==> config.mk <==
export PLATFORM = sky130hd
export DESIGN_NAME = instr_fetch_unit_flat
export DESIGN_NICKNAME = d
export VERILOG_FILES = /design/src/rtl/riscv_pkg.sv /design/src/rtl/instr_fetch_unit_if.sv /design/src/rtl/instr_fetch_unit.sv /design/src/flat_wrapper.sv
export SDC_FILE = /design/constraint.sdc
export NUM_CORES = 1
export LEC_CHECK = 0
export BUFFER_PORTS_ARGS = -buffer_cell sky130_fd_sc_hd__buf_4
export CAP_MARGIN = 20
export CORE_ASPECT_RATIO = 0.5
export CORE_MARGIN = 1.5
export CORE_UTILIZATION = 50
export CTS_CLUSTER_DIAMETER = 60
export DETAILED_ROUTE_END_ITERATION = 12
export GPL_ROUTABILITY_DRIVEN = 1
export PLACE_DENSITY = 0.79
export SLEW_MARGIN = 20
export SYNTH_ARGS = -nofsm -noshare
export SYNTH_HDL_FRONTEND = slang
export SYNTH_SLANG_ARGS = --single-unit
==> constraint.sdc <==
create_clock -name clk -period 5 [get_ports clk]
set_input_delay 1 -clock clk [delete_from_list [all_inputs] [get_ports clk]]
set_output_delay 1 -clock clk [all_outputs]
set_load 0.1 [all_outputs]
==> src/rtl/riscv_pkg.sv <==
// Shared RISC-V fetch definitions: width/reset defaults, opcode constants
// and the fetch FSM state encoding.
package riscv_pkg;

  localparam int          DEF_XLEN     = 32;
  localparam logic [31:0] DEF_RESET_PC = 32'h0000_0000;

  localparam logic [31:0] NOP = 32'h0000_0013;

  localparam logic [6:0] OP_R    = 7'b0110011;
  localparam logic [6:0] OP_I    = 7'b0010011;
  localparam logic [6:0] OP_S    = 7'b0100011;
  localparam logic [6:0] OP_L    = 7'b0000011;
  localparam logic [6:0] OP_B    = 7'b1100011;
  localparam logic [6:0] OP_JAL  = 7'b1101111;
  localparam logic [6:0] OP_JALR = 7'b1100111;

  typedef enum logic [1:0] {
    ST_IDLE = 2'd0,
    ST_REQ  = 2'd1,
    ST_WAIT = 2'd2,
    ST_DROP = 2'd3
  } fetch_state_e;

endpackage

==> src/rtl/instr_fetch_unit_if.sv <==
// Bundle of the fetch unit's memory request/response, redirect and IF/ID
// channels. master = fetch unit side, slave = memory/execute/decode side.
interface instr_fetch_unit_if #(
  parameter int XLEN = 32
);
  logic            imem_req_valid;
  logic            imem_req_ready;
  logic [XLEN-1:0] imem_req_addr;
  logic            imem_rsp_valid;
  logic [31:0]     imem_rsp_data;
  logic            redirect_valid;
  logic [XLEN-1:0] redirect_pc;
  logic            id_valid;
  logic            id_ready;
  logic [31:0]     id_instr;
  logic [XLEN-1:0] id_pc;
  logic [6:0]      id_opcode;

  modport master (
    output imem_req_valid, imem_req_addr,
    input  imem_req_ready,
    input  imem_rsp_valid, imem_rsp_data,
    input  redirect_valid, redirect_pc,
    output id_valid, id_instr, id_pc, id_opcode,
    input  id_ready
  );

  modport slave (
    input  imem_req_valid, imem_req_addr,
    output imem_req_ready,
    output imem_rsp_valid, imem_rsp_data,
    output redirect_valid, redirect_pc,
    input  id_valid, id_instr, id_pc, id_opcode,
    output id_ready
  );
endinterface

==> src/rtl/instr_fetch_unit.sv <==
// Instruction fetch stage: owns the PC, keeps one imem request in flight,
// buffers the result in the IF/ID register and squashes fetches on redirect.
module instr_fetch_unit
  import riscv_pkg::*;
#(
  parameter int              XLEN     = DEF_XLEN,
  parameter logic [XLEN-1:0] RESET_PC = XLEN'(DEF_RESET_PC)
) (
  input logic              clk,
  input logic              rst,
  instr_fetch_unit_if.master bus
);

  fetch_state_e    r_state;
  logic [XLEN-1:0] r_pc;
  logic [XLEN-1:0] r_inflight_pc;
  logic            r_id_valid;
  logic [31:0]     r_id_instr;
  logic [XLEN-1:0] r_id_pc;

  logic            w_req_valid;
  logic            w_fire;
  logic [XLEN-1:0] w_redir_pc;

  // Only request when the IF/ID slot will be free by the time the response
  // lands, so a response never has to wait for the consumer.
  assign w_req_valid = (r_state == ST_REQ) && !bus.redirect_valid
                       && (!r_id_valid || bus.id_ready);
  assign w_fire      = w_req_valid && bus.imem_req_ready;
  assign w_redir_pc  = {bus.redirect_pc[XLEN-1:2], 2'b00};

  assign bus.imem_req_valid = w_req_valid;
  assign bus.imem_req_addr  = r_pc;
  assign bus.id_valid       = r_id_valid;
  assign bus.id_instr       = r_id_instr;
  assign bus.id_pc          = r_id_pc;
  assign bus.id_opcode      = r_id_valid ? r_id_instr[6:0] : 7'b0000000;

  always_ff @(posedge clk or posedge rst) begin
    if (rst) begin
      r_state       <= ST_IDLE;
      r_pc          <= RESET_PC;
      r_inflight_pc <= '0;
      r_id_valid    <= 1'b0;
      r_id_instr    <= '0;
      r_id_pc       <= '0;
    end else begin
      case (r_state)
        ST_IDLE: begin
          r_state <= ST_REQ;
        end

        ST_REQ: begin
          if (bus.redirect_valid) begin
            r_pc       <= w_redir_pc;
            r_id_valid <= 1'b0;
          end else begin
            if (bus.id_ready) r_id_valid <= 1'b0;
            if (w_fire) begin
              r_inflight_pc <= r_pc;
              r_state       <= ST_WAIT;
            end
          end
        end

        ST_WAIT: begin
          if (bus.redirect_valid) begin
            r_pc       <= w_redir_pc;
            r_id_valid <= 1'b0;
            r_state    <= bus.imem_rsp_valid ? ST_REQ : ST_DROP;
          end else if (bus.imem_rsp_valid) begin
            r_id_valid <= 1'b1;
            r_id_instr <= bus.imem_rsp_data;
            r_id_pc    <= r_inflight_pc;
            r_pc       <= r_pc + XLEN'(4);
            r_state    <= ST_REQ;
          end else if (bus.id_ready) begin
            r_id_valid <= 1'b0;
          end
        end

        ST_DROP: begin
          // The squashed response is still owed; swallow it before refetching.
          if (bus.redirect_valid) begin
            r_pc       <= w_redir_pc;
            r_id_valid <= 1'b0;
          end else if (bus.id_ready) begin
            r_id_valid <= 1'b0;
          end
          if (bus.imem_rsp_valid) r_state <= ST_REQ;
        end

        default: r_state <= ST_IDLE;
      endcase
    end
  end

endmodule

==> src/flat_wrapper.sv <==
// flat-port wrapper written by rule: the top's interface ports become plain ports
module instr_fetch_unit_flat import riscv_pkg::*;
#(
  parameter int              XLEN     = DEF_XLEN,
  parameter logic [XLEN-1:0] RESET_PC = XLEN'(DEF_RESET_PC)
)
  (clk, rst, bus_imem_req_valid, bus_imem_req_addr, bus_imem_req_ready, bus_imem_rsp_valid, bus_imem_rsp_data, bus_redirect_valid, bus_redirect_pc, bus_id_valid, bus_id_instr, bus_id_pc, bus_id_opcode, bus_id_ready);
  instr_fetch_unit_if #(.XLEN(XLEN)) bus_i ();
  input logic clk;
  input logic rst;
  output wire logic [$bits(bus_i.imem_req_valid)-1:0] bus_imem_req_valid;
  output wire logic [$bits(bus_i.imem_req_addr)-1:0] bus_imem_req_addr;
  input wire logic [$bits(bus_i.imem_req_ready)-1:0] bus_imem_req_ready;
  input wire logic [$bits(bus_i.imem_rsp_valid)-1:0] bus_imem_rsp_valid;
  input wire logic [$bits(bus_i.imem_rsp_data)-1:0] bus_imem_rsp_data;
  input wire logic [$bits(bus_i.redirect_valid)-1:0] bus_redirect_valid;
  input wire logic [$bits(bus_i.redirect_pc)-1:0] bus_redirect_pc;
  output wire logic [$bits(bus_i.id_valid)-1:0] bus_id_valid;
  output wire logic [$bits(bus_i.id_instr)-1:0] bus_id_instr;
  output wire logic [$bits(bus_i.id_pc)-1:0] bus_id_pc;
  output wire logic [$bits(bus_i.id_opcode)-1:0] bus_id_opcode;
  input wire logic [$bits(bus_i.id_ready)-1:0] bus_id_ready;
  assign bus_imem_req_valid = bus_i.imem_req_valid;
  assign bus_imem_req_addr = bus_i.imem_req_addr;
  assign bus_i.imem_req_ready = bus_imem_req_ready;
  assign bus_i.imem_rsp_valid = bus_imem_rsp_valid;
  assign bus_i.imem_rsp_data = bus_imem_rsp_data;
  assign bus_i.redirect_valid = bus_redirect_valid;
  assign bus_i.redirect_pc = bus_redirect_pc;
  assign bus_id_valid = bus_i.id_valid;
  assign bus_id_instr = bus_i.id_instr;
  assign bus_id_pc = bus_i.id_pc;
  assign bus_id_opcode = bus_i.id_opcode;
  assign bus_i.id_ready = bus_id_ready;
  instr_fetch_unit #(.XLEN(XLEN), .RESET_PC(RESET_PC)) u_core (.clk(clk), .rst(rst), .bus(bus_i));
endmodule
==> key figures, run 1 <==
Clocking
  • Clk pin slew, worst setup/hold paths: about 0.06 ns
  • CTS Sinks: 125
  • CTS Buffer Depth: 2
  • Post-CTS resize count: 0
  • Root buffer cell: clkbuf_16
  • TritonCTS Buffers: 17
  • H-Tree Depth: 4
  • Cts hold-fix bufs: 0
  • Post-CTS setup buffers: 0
  • Clock Latency Late Sink: 0.42 ns
  • CTS tree: yes

Routing
  • WL per Instance: between 15 and 20 µm
  • Post-route ant nets: 0
  • DRC: 0
  • DRT Pass-1 Iters: 5
  • Vias per inst: 5.472
  • Vias: 4952
  • Final WL: 14700 µm
  • Initial DRC count: roughly 360

Worst setup path
  • CP Max Fanout: 14
  • Worst r2r dst: u_core.bus.imem_req_addr[29]$_DFFE_PP0P_
  • Worst EP required: roughly 4.0 ns
  • Worst r2r src: u_core.bus.imem_req_addr[12]$_DFFE_PP0P_
  • Worst R2R Path Depth: 5
  • Critical path capture point: bus_imem_req_valid
  • CP Capture Type: primary output
  • Critical Path Start Type: primary input
  • Critical path type: in2out
  • Internal reg-to-reg setup slack: 2.50 ns
  • Arrival time of the worst setup path: ~1.9 ns
  • Worst setup path start: bus_redirect_valid

Logic synthesis
  • Main area contributors after synthesis: dfrtp_1 (57%), nand2_1 (15%), mux2_2 (5.3%)
  • Yosys warning count: 0
  • Post-synth top area share: 56.73%
  • Mapped Area: 5514 µm²
  • Post-Synthesis Cells: 590
  • Mux cell area share after synthesis: 5.310%
  • Main combinational cell family by area after synthesis: simple AND/OR/NAND/NOR gates
  • Post-synthesis register bit count: 125
  • Post-synth top flop: dfrtp_1
  • Cell taking the most area after synthesis: dfrtp_1
  • Post-synth EDFFs: 0
  • Synth Area in Simple Gates: 23.17%
  • Synth cell types: 52
  • Mapped Avg Cell Area: approximately 9.3 µm²
  • Post-synthesis compound-gate area fraction: 11.14%
  • Post-synthesis sequential area ratio: a little under three fifths
  • Asr flop ratio synth: 100.0%
  • Synth Area in Adders: 0.2269%
  • Fraction of synthesized cell area in xor and xnor cells: 0%

STA
  • Peak Freq: about 350 MHz
  • Final period util: 56.99%
  • Final Hold Vio Count: 0
  • Min Tclk post-route: around 2.8 ns
  • # setup viols final: 0
  • Final Skew: between 0.006 and 0.007 ns
  • Rel. slew slack: between 40% and 50%
  • RSZ-0062 raised after global routing: no
  • Total negative setup slack: 0 ns
  • Max-slew violations: 0
  • Slew at the pin closest to its max-slew limit: 0.8130 ns

Pwr
  • PwrDens: 766.9 nW/µm²
  • Power after layout: ~5.7 mW
  • Leakage: 3.684 nW
  • Maximum vdd drop: 0.0004968 V

Finish
  • Area delta synth->final: 35.44%
  • Layout cells sized above 1: between 30 and 40%
  • Layout Utilization: approximately 71%
  • # diodes: 0
  • Fin nets: a little over 800

Die
  • Initial Util: 52.64%
  • Die X: about 150 µm
  • # rows: 26
  • Die height: 77.26 µm
  • Core ar.: 10480 µm²
  • Top Ports: 175
  • Full die area: 11710 µm²

Min path
  • Hold Path Class: reg2reg
  • Hold Path Origin: u_core.r_inflight_pc[25]$_DFFE_PP0P_

Placement
  • PortBufs: 168
  • Post-DP HPWL: 9811 µm
  • Final Wtd Congestion: 0.8228

Global route
  • Gr ovfl total: 0
  • Largest net degree at the start of global routing: 93
  • Vias in the first global route: between 4000 and 5000
  • Initial antenna violation count: 0
  • GRT Total Usage: 26.81%
  • Global-route wire length before repair: 24090 µm

Outcome
  • Outcome: finished, final reports clean

Flow run
  • Max cap viols: 0
synth_stat cells (2+ instances only):
cell,number
o32ai_1,3
o22ai_1,7
clkbuf_1,21
buf_4,4
or3_1,2
nor3_1,11
nor2b_1,2
mux2_2,26
buf_1,10
a311oi_1,4
o22a_1,2
o21ai_0,20
a31oi_1,3
a21oi_1,32
and3_1,2
a22o_1,2
nand3_1,14
or2_2,2
dfrtp_1,125
inv_1,6
nor2_1,18
a32oi_1,4
or3_2,2
o31ai_1,2
a2bb2oi_1,2
and4_1,5
o311ai_0,6
nand2_1,218
nand4_1,5
and2_1,7
or4_1,2
registers in the layout, indices dropped and copies added, names as in the netlist:
register / cells
u_core.bus.id_pc: 30
u_core.bus.id_valid: 1
u_core.r_inflight_pc: 30
u_core.r_state: 2
u_core.bus.imem_req_addr: 30
u_core.bus.id_instr: 32
cells in the final DEF (no fill, tap or decap), types with 3 or more instances in the layout:
cell / n
a31oi_1: 3
clkinv_4: 3
and2_1: 7
dfrtp_1: 125
a32oi_1: 4
a311oi_1: 4
o21ai_0: 19
nand3_1: 14
a21oi_1: 32
buf_4: 177
inv_1: 5
o311ai_0: 6
nand4_1: 5
o32ai_1: 3
clkinv_2: 4
nand2_1: 217
inv_6: 3
and4_1: 5
conb_1: 4
mux2_2: 26
clkbuf_16: 17
o22ai_1: 7
nor2_1: 16
nor3_1: 11
clkinvlp_4: 3
metal layers:
layer | track usage (%) | routed length [µm]
met4 | 10.29 | 297
met3 | 6.429 | 1078
met1 | 35.17 | 6456
met2 | 43.14 | 6864
met5 | 0 | 0
how the worst min path moves through the flow:
stage	cells past startpoint	end
3_3_place_gp	2	u_core.bus.id_pc[16]$_DFFE_PP0P_
2_1_floorplan	2	u_core.bus.id_pc[10]$_DFFE_PP0P_
3_5_place_dp	2	u_core.bus.id_pc[31]$_DFFE_PP0P_
4_1_cts	2	u_core.bus.id_pc[24]$_DFFE_PP0P_
5_1_grt	2	u_core.bus.id_pc[19]$_DFFE_PP0P_
6_report	2	u_core.bus.id_pc[25]$_DFFE_PP0P_
critical path: stages:
cell and delay [ns]:
buf_4 0.17, nor4b_2 0.32, buf_4 0.35
kinds of logic after synthesis:
logic type | after synthesis
AO/OA/AOI/OAI | 96
adder cells (fa/ha/maj) | 1
AND/OR/NAND/NOR | 298
other | 1
flip-flops | 125
buffers and inverters | 43
multiplexers | 26
area by class of cell:
class / instances / area [µm²]
Sequential cell: 125 / 3128
Fill cell: 808 / 3007
Multi-Input combinational cell: 425 / 2240
Timing Repair Buffer: 177 / 1329
Clock buffer: 19 / 452.9
Tap cell: 140 / 175.2
Clock inverter: 13 / 116.4
Inverter: 6 / 27.53
where the power goes:
part	total (mW)	internal (mW)	switching (mW)
clock	1.17	0.710	0.462
combinational	2.93	0.578	2.35
sequential	1.62	1.37	0.256
stage by stage:
stage	setup slack, ns	hold WS (ns)	std cells	cell area, µm²
global placement	2.091	0.4436	873	6899
floorplan	0.6724	0.4331	593	5532
CTS	2.161	0.4583	905	7468
detailed placement	2.064	0.4499	873	6899
finish	2.151	0.4559	905	7468
global route	2.113	0.4913	905	7468
No activity file was read; power rests on OpenSTA's default activity.
==> run 2, diff against run 1 <==
--- a/config.mk
+++ b/config.mk
@@ -9,11 +9,11 @@
 export CAP_MARGIN = 20
 export CORE_ASPECT_RATIO = 0.5
 export CORE_MARGIN = 1.5
-export CORE_UTILIZATION = 50
+export CORE_UTILIZATION = 46
 export CTS_CLUSTER_DIAMETER = 60
 export DETAILED_ROUTE_END_ITERATION = 12
 export GPL_ROUTABILITY_DRIVEN = 1
-export PLACE_DENSITY = 0.79
+export PLACE_DENSITY = 0.76
 export SLEW_MARGIN = 20
 export SYNTH_ARGS = -nofsm -noshare
 export SYNTH_HDL_FRONTEND = slang
==> constraint.sdc (replaced) <==
create_clock -name clk -period 2.5 [get_ports clk]
set_input_delay 0.5 -clock clk [delete_from_list [all_inputs] [get_ports clk]]
set_output_delay 0.5 -clock clk [all_outputs]
set_load 0.1 [all_outputs]
==> key figures, run 2 (synthesis gave the netlist of run 1 again) <==
Die
  • Die height: 80.42 µm (+4.1%)
  • Die X: 157.8 µm (+4.2%)
  • # rows: 28 (+7.7%)
  • Initial Util: 46.98% (-5.7 points)
  • Core ar.: 11740 µm² (+12%)
  • Top Ports: 175 (unchanged)
  • Full die area: 12690 µm² (+8.4%)

STA
  • Min Tclk post-route: roughly 2.2 ns
  • RSZ-0062 raised after global routing: no
  • Slew at the pin closest to its max-slew limit: 0.8989 ns (+0.08586 ns)
  • # setup viols final: 0 (unchanged)
  • Max-slew violations: 0 (unchanged)
  • Rel. slew slack: 39.95% (-5.7 points)
  • Final Hold Vio Count: 0 (unchanged)
  • Final Skew: 0.008351 ns (+0.001567 ns)
  • Peak Freq: 451.5 MHz
  • Total negative setup slack: 0 ns (unchanged)
  • Final period util: slightly below 90%

Min path
  • Hold Path Class: in2async

Routing
  • Initial DRC count: 393 (+8.6%)
  • Vias: 5002 (+1.0%)
  • DRT Pass-1 Iters: 5 (unchanged)
  • WL per Instance: 16.06 µm (-1.1%)
  • DRC: 0 (unchanged)
  • Final WL: 15080 µm (+2.6%)
  • Post-route ant nets: 0 (unchanged)
  • Vias per inst: 5.327 (-2.6%)

Worst setup path
  • Worst r2r dst: u_core.bus.imem_req_addr[31]$_DFFE_PP0P_
  • Worst r2r src: u_core.bus.imem_req_addr[12]$_DFFE_PP0P_
  • Critical path type: reg2out
  • Worst R2R Path Depth: 5 (unchanged)
  • Internal reg-to-reg setup slack: 0.31 ns (-2.19 ns)
  • Worst EP required: 2.00 ns (-2.00 ns)
  • CP Max Fanout: 10 (-4)
  • Arrival time of the worst setup path: 1.72 ns (-0.13 ns)
  • Critical Path Start Type: flip-flop
  • CP Capture Type: primary output

Clocking
  • H-Tree Depth: 4 (unchanged)
  • TritonCTS Buffers: 17 (unchanged)
  • Root buffer cell: clkbuf_16
  • CTS Sinks: 125 (unchanged)
  • Post-CTS setup buffers: 0 (unchanged)
  • Clk pin slew, worst setup/hold paths: 0.06 ns (about the same)
  • Post-CTS resize count: 0 (unchanged)
  • Cts hold-fix bufs: 0 (unchanged)
  • CTS Buffer Depth: 2 (unchanged)
  • CTS tree: yes
  • Clock Latency Late Sink: 0.42 ns (about the same)

Pwr
  • Maximum vdd drop: 0.0009153 V (+84%)
  • Power after layout: 11.62 mW (+100%)
  • PwrDens: 1516 nW/µm² (+98%)
  • Leakage: 3.724 nW (+1.1%)

Global route
  • Largest net degree at the start of global routing: 40 (-57%)
  • GRT Total Usage: 24.61% (-2.2 points)
  • Initial antenna violation count: 0 (unchanged)
  • Vias in the first global route: 4660 (-3.4%)
  • Gr ovfl total: 0 (unchanged)
  • Global-route wire length before repair: 23800 µm (-1.2%)

Finish
  • Most frequent cells in the layout: nand2_1 (216), buf_4 (184), dfrtp_1 (106)
  • Max reg flops: 32 (unchanged)
  • Commonest non-fill, non-tap cell in the layout: nand2_1
  • # diodes: 0 (unchanged)
  • Area delta synth->final: 39.05%
  • Fin nets: 832 (+1.1%)
  • Layout cells sized above 1: 36.30% (+3.8 points)

Placement
  • Final Wtd Congestion: 0.8542 (+3.8%)
  • PortBufs: 168 (unchanged)
  • Post-DP HPWL: 10430 µm (+6.3%)

Flow run
  • Max cap viols: 0 (unchanged)

Outcome
  • Outcome: finished, final reports clean
## run 2: report_power, final
group,switching (mW),total [mW],internal [mW]
Clock,0.936,2.45,1.52
Sequential,0.521,3.27,2.75
Combinational,4.72,5.90,1.18
## run 2: how the worst max path moves through the flow
stage	from	endpoint	slack (ns)	depth (start not counted)
after detailed placement	bus_imem_rsp_valid	u_core.bus.imem_req_addr[26]$_DFFE_PP0P_	0.29	6
after CTS	u_core.bus.id_valid$_DFFE_PP0P_	bus_imem_req_valid	0.28	3
after global placement	bus_imem_rsp_valid	u_core.bus.imem_req_addr[26]$_DFFE_PP0P_	0.32	6
after global routing	u_core.bus.imem_req_addr[16]$_DFFE_PP0P_	u_core.bus.imem_req_addr[30]$_DFFE_PP0P_	0.14	5
final	u_core.bus.id_valid$_DFFE_PP0P_	bus_imem_req_valid	0.28	3
after floorplan	u_core.bus.id_valid$_DFFE_PP0P_	u_core.r_inflight_pc[23]$_DFFE_PP0P_	-0.45	5
## run 2: cell type report
| class | instances | area (µm²) |
|---|---|---|
| Multi-Input combinational cell | 425 | 2267 |
| Clock inverter | 13 | 141.4 |
| Tap cell | 165 | 206.4 |
| Fill cell | 930 | 4069 |
| Sequential cell | 125 | 3152 |
| Timing Repair Buffer | 186 | 1421 |
| Inverter | 6 | 26.28 |
| Clock buffer | 19 | 452.9 |
## run 2: worst max-delay path: stages (launching register included)
cell,delay [ns]
dfrtp_2,0.47
nor2b_4,0.16
nor4b_4,0.32
buf_4,0.35
## run 2: layer usage
metal	wire, µm	vias up	track usage, %
met5	0	-	0
met3	1035	28	5.451
met2	7276	202	39.87
met1	6532	2412	32.33
met4	232	0	9.717
li1	-	2360	-
## run 2: per-stage QoR
| stage | utilization [%] | hold WS (ns) | instances | cell area (µm²) | worst slack (ns) |
|---|---|---|---|---|---|
| 2_1_floorplan | - | 0.4331 | 593 | 5624 | -0.4451 |
| 3_3_place_gp | 60.27 | 0.4381 | 907 | 7073 | 0.3199 |
| 3_5_place_dp | 60.27 | 0.4495 | 907 | 7073 | 0.2908 |
| 4_1_cts | 65.33 | 0.2614 | 939 | 7667 | 0.2776 |
| 5_1_grt | 65.33 | 0.2723 | 939 | 7667 | 0.1427 |
| 6_report | 65.33 | 0.2630 | 939 | 7667 | 0.2850 |
